### src/rtl/mul_iter.sv
// Iterative radix-2 shift-add multiplier (MULT/MULTU) for the EX-stage multi-cycle handshake.
// One partial-product step per cycle; the low half of the product shifts into the multiplier register.
module mul_iter #(
    parameter int WIDTH = 32,
    parameter int CNT_W = 6
) (
    input  logic                 clk,
    input  logic                 rst,
    input  logic                 flush,
    input  logic [WIDTH-1:0]     a,
    input  logic [WIDTH-1:0]     b,
    input  logic                 mul_valid,
    input  logic                 mul_signed,
    output logic                 mul_stall,
    output logic [2*WIDTH-1:0]   mul_result,
    output logic                 mul_done
);

    typedef enum logic [1:0] {IDLE, BUSY, DONE} state_t;

    localparam logic [WIDTH-1:0]   ONE_W    = WIDTH'(1);
    localparam logic [2*WIDTH-1:0] ONE_P    = (2*WIDTH)'(1);
    localparam logic [CNT_W-1:0]   ONE_C    = CNT_W'(1);
    localparam logic [CNT_W-1:0]   LAST_CNT = CNT_W'(WIDTH-1);

    // |v| for two's-complement inputs; -2^(WIDTH-1) maps onto itself as an unsigned value.
    function automatic logic [WIDTH-1:0] magnitude(input logic [WIDTH-1:0] v, input logic sgn);
        return (sgn && v[WIDTH-1]) ? ((~v) + ONE_W) : v;
    endfunction

    function automatic logic [2*WIDTH-1:0] apply_sign(input logic [2*WIDTH-1:0] p, input logic neg);
        return neg ? ((~p) + ONE_P) : p;
    endfunction

    state_t               state_q, state_d;
    logic [CNT_W-1:0]     cnt_q, cnt_d;
    logic [WIDTH-1:0]     acc_q, acc_d;
    logic [WIDTH-1:0]     mplr_q, mplr_d;
    logic [WIDTH-1:0]     mcand_q, mcand_d;
    logic                 neg_q, neg_d;
    logic [2*WIDTH-1:0]   result_q, result_d;
    logic [WIDTH:0]       sum;

    always_ff @(posedge clk or posedge rst) begin
        if (rst) begin
            state_q  <= IDLE;
            cnt_q    <= '0;
            acc_q    <= '0;
            mplr_q   <= '0;
            mcand_q  <= '0;
            neg_q    <= 1'b0;
            result_q <= '0;
        end else begin
            state_q  <= state_d;
            cnt_q    <= cnt_d;
            acc_q    <= acc_d;
            mplr_q   <= mplr_d;
            mcand_q  <= mcand_d;
            neg_q    <= neg_d;
            result_q <= result_d;
        end
    end

    always_comb begin
        state_d  = state_q;
        cnt_d    = cnt_q;
        acc_d    = acc_q;
        mplr_d   = mplr_q;
        mcand_d  = mcand_q;
        neg_d    = neg_q;
        result_d = result_q;
        sum      = {1'b0, acc_q} + (mplr_q[0] ? {1'b0, mcand_q} : '0);

        if (flush) begin
            state_d = IDLE;
            cnt_d   = '0;
        end else begin
            case (state_q)
                IDLE: begin
                    if (mul_valid) begin
                        mcand_d = magnitude(a, mul_signed);
                        mplr_d  = magnitude(b, mul_signed);
                        neg_d   = mul_signed & (a[WIDTH-1] ^ b[WIDTH-1]);
                        acc_d   = '0;
                        cnt_d   = '0;
                        state_d = BUSY;
                    end
                end
                BUSY: begin
                    // Shift {carry, acc, multiplier} right by one.
                    acc_d  = sum[WIDTH:1];
                    mplr_d = {sum[0], mplr_q[WIDTH-1:1]};
                    cnt_d  = cnt_q + ONE_C;
                    if (cnt_q == LAST_CNT) begin
                        result_d = apply_sign({sum[WIDTH:1], sum[0], mplr_q[WIDTH-1:1]}, neg_q);
                        state_d  = DONE;
                    end
                end
                DONE: begin
                    // Pipeline advances here, so a still-high mul_valid must not restart.
                    state_d = IDLE;
                end
                default: state_d = IDLE;
            endcase
        end
    end

    assign mul_stall  = ~rst & ~flush & (((state_q == IDLE) & mul_valid) | (state_q == BUSY));
    assign mul_done   = (state_q == DONE);
    assign mul_result = result_q;

endmodule

### config.mk
export PLATFORM = sky130hd
export DESIGN_NAME = mul_iter
export DESIGN_NICKNAME = d
export VERILOG_FILES = /design/src/rtl/mul_iter.sv
export SDC_FILE = /design/constraint.sdc
export NUM_CORES = 1
export LEC_CHECK = 0
export ABC_AREA = 1
export ABC_CLOCK_PERIOD_IN_PS = 5150
export BUFFER_PORTS_ARGS = -buffer_cell sky130_fd_sc_hd__buf_2
export CAP_MARGIN = 20
export CORE_MARGIN = 2
export CORE_UTILIZATION = 52
export DETAILED_ROUTE_END_ITERATION = 12
export PLACE_DENSITY = 0.82
export SETUP_SLACK_MARGIN = 0.1
export SYNTH_ARGS = -nofsm -noshare
export SYNTH_HDL_FRONTEND = slang
export SYNTH_SLANG_ARGS = --single-unit
### constraint.sdc
create_clock -name clk -period 5.15 [get_ports clk]
set_input_delay 0 -clock clk [delete_from_list [all_inputs] [get_ports clk]]
set_output_delay 0 -clock clk [all_outputs]
set_load 0.03 [all_outputs]
==> impl_metrics.csv <==
group,metric,value,unit
clocking,cts_num_sinks,169,
power_and_ir_drop,power.share.clock,20.6,%
yosys,syn_avg_cell_area,6.461,µm²
flow_run,max_cap_violations,0,
clocking,htree_levels,4,
yosys,synth_flop_cell,"dfrtp_1",
yosys,synth.most_common_cell,"nand2_1",
placement,dp_hpwl,28080,µm
global_route,grt_pass1_wl,63400,µm
worst_setup_path,cp_data_required_time,5500,ps
global_route,gr-total-overflow,0,
route,viasPerCell,5.466,
route,num_vias,13409,
global_route,grt_max_degree,79,
die,die_h,159.8,µm
yosys,synth.distinct_cells,45,
yosys,syn_inst,1953,
sta,period_minus_slack,3680,ps
yosys,ys_ff_latch,169,
die,core_area,24030,µm²
power_and_ir_drop,p_int,3.155,mW
clocking,clk_latency,450,ps
global_route,grt_pass1_vias,12978,
yosys,synth-edff-count,0,
worst_setup_path,worstSetupPathType,"register to register",
die,fp.dieArea,25530,µm²
yosys,yosysTopAreaCell,"dfrtp_1",
layout,insertedDiodeCount,0,
route,ant_nets,0,
yosys,synth_area_leaders,"dfrtp_1 (34%), nand2_1 (20%), inv_1 (7.6%)",
sta,finClkSkew,11.74,ps
yosys,syn_nets,2059,
worst_setup_path,crit_path_end_kind,"register",
clocking,cts-root-buf,"clkbuf_16",
global_route,grt_usage,30.37,%
sta,drv_slew,0,
yosys,synthTopCellsByCount,"nand2_1 (662), inv_1 (254), nor2_1 (177), o21ai_0 (177), dfrtp_1 (169)",
sta,finalSetupViolations,0,
placement,pre_cts_slack,1467,ps
power_and_ir_drop,p_leak,7.824,nW
clocking,clock_path_buffers,2,
sta,whs,-9.469,ps
die,initial_core_util,52.50,%
status,status,"finished, violations left",
power_and_ir_drop,p_sw,2.894,mW
sta,finalHoldViolations,1,
status,violations,"negative hold slack",
power_and_ir_drop,p_total,6.049,mW
power_and_ir_drop,ir_drop,213.4,µV
yosys,async_flop_share,100.0,%
sta,max_freq,0.2717,GHz
clocking,clk_pin_slew,70,ps
route,wire_per_inst,15.52,µm
placement,gp_congestion,1.015,
route,drtIter0Drc,1479,
power_and_ir_drop,p_comb_share,49.4,%
clocking,cts_tree,"done",
placement,dp.cells,2366,
layout,areaGrowthSynthToFinish,16.39,%
global_route,antenna_found_initial,0,
sta,slew-limit-headroom,30.90,%
sta,period_share,71.45,%
clocking,postCtsSetupBuffers,0,
route,drc,0,
yosys,synth.yosys.seq_area_share,33.52,%
yosys,synthesis.area,12620,µm²
die,ios,135,
power_and_ir_drop,swShare,47.84,%
worst_setup_path,start_kind,"register",
die,rows,57,
clocking,numCtsBuffers,17,
layout,final_cells,2453,
sta,worst_pin_slew,1036,ps
power_and_ir_drop,p_per_area,411.9,nW/µm²
yosys,yosys.area.top_type_share,33.52,%
power_and_ir_drop,sequentialPowerShare,30.0,%
placement,portBuffers,134,
sta,rsz0062_at_grt,"no",
sta,setup_ws,1470,ps
layout,layout-drive-gt1-share,11.55,%
route,dr.pass1.iters,7,
sta,tns,0,ps
die,die_w,159.8,µm
hold_path,worst_hold_path_type,"input pin to register",
worst_setup_path,critPathMaxFanout,57,
layout,nets,2223,
route,routed_wl,38070,µm
yosys,yosysWarnings,0,
worst_setup_path,worstPathArrival,4030,ps
## power groups by stage
stage / Sequential, mW / Clock [mW] / Combinational [mW]
floorplan: 1.78 / 0 / 2.11
global placement: 1.82 / 0 / 2.83
detailed placement: 1.83 / 0 / 2.87
CTS: 1.81 / 1.25 / 2.92
global route: 1.84 / 1.31 / 3.35
finish: 1.82 / 1.25 / 2.99
## sequential cells by signal, summed over array words and instances, names as in the netlist
name        count
mplr_q         32
mcand_q        32
mul_result     64
neg_q           1
cnt_q           6
acc_q          32
state_q         2
## worst max-delay path: stages (launching register included)
cell and delay [ps]:
dfrtp_1 400, nor2_2 100, buf_4 360, inv_2 340
nor2_2 350, inv_2 340, nor2_4 520, inv_2 490
buf_4 370, o31ai_1 260
## path summary, 6_finish.rpt
kind | start | to | slack (ps) | cells past startpoint
min in group asynchronous | rst | mul_result[14] | 120 | 3
setup / recovery | state_q[1] | mul_result[46] | 1470 | 9
hold / removal | a[2] | mcand_q[2] | -9 | 4
setup reg to reg | state_q[1] | mul_result[46] | 1470 | 9
max in group asynchronous | rst | mcand_q[20] | 3670 | 4
hold reg to reg | mul_result[17] | mul_result[17] | 480 | 2
## per-layer routing
layer	share of wire [%]	track usage [%]	vias to the layer above
met1	42	40.36	6164
met2	47	50.75	622
li1	-	-	6510
met5	0	0	-
met3	8.0	4.156	113
met4	3.4	11.30	0
## stage by stage
step | area, µm² | hold slack (ps) | utilization (%)
5_1_grt | 14690 | 11.84 | 61.11
6_report | 14690 | -9.469 | 61.11
4_1_cts | 14660 | 4.918 | 60.99
2_1_floorplan | 12620 | 111.8 | -
3_3_place_gp | 13570 | 44.56 | 56.45
3_5_place_dp | 13570 | 50.98 | 56.45
## repair_timing
item                                    in CTS  in global routing
endpoints found under the hold margin      102                  0
hold buffers                                55                  0
resized for setup                            0                  0
endpoints found under the setup margin       0                  0
## final cells by class
type,count,area (µm²)
tap,324,405.4
timing repair buffer,199,1316
inverter,266,1003
sequential,169,4229
fill,2229,9348
clock inverter,13,111.4
multi-input combinational,1464,7192
clock buffer,18,429.2
## layout by cell type (no fill, tap or decap), drive strengths merged, types with 11 or more instances in the layout
cell type / n
nand2: 678
inv: 270
nor2: 195
o21ai: 189
dfrtp: 169
buf: 144
nand3: 106
xor2: 64
a21oi: 62
dlygate4sd3: 55
ha: 36
nand4: 28
nor3: 20
clkbuf: 18
o211ai: 14
xnor2: 13
nand3b: 11
or2: 11
## cells by family after synthesis
kind of cell | after synthesis | share of synthesized area [%]
and+or+nand+nor | 1060 | 35.57
buffers and inverters | 320 | 9.549
AOI/OAI and AO/OA | 290 | 12.30
DFF | 169 | 33.52
xor gates and xnor gates | 77 | 5.345
adders and majority gates | 37 | 3.728
Note: power is estimated with default switching activity, not from simulation.
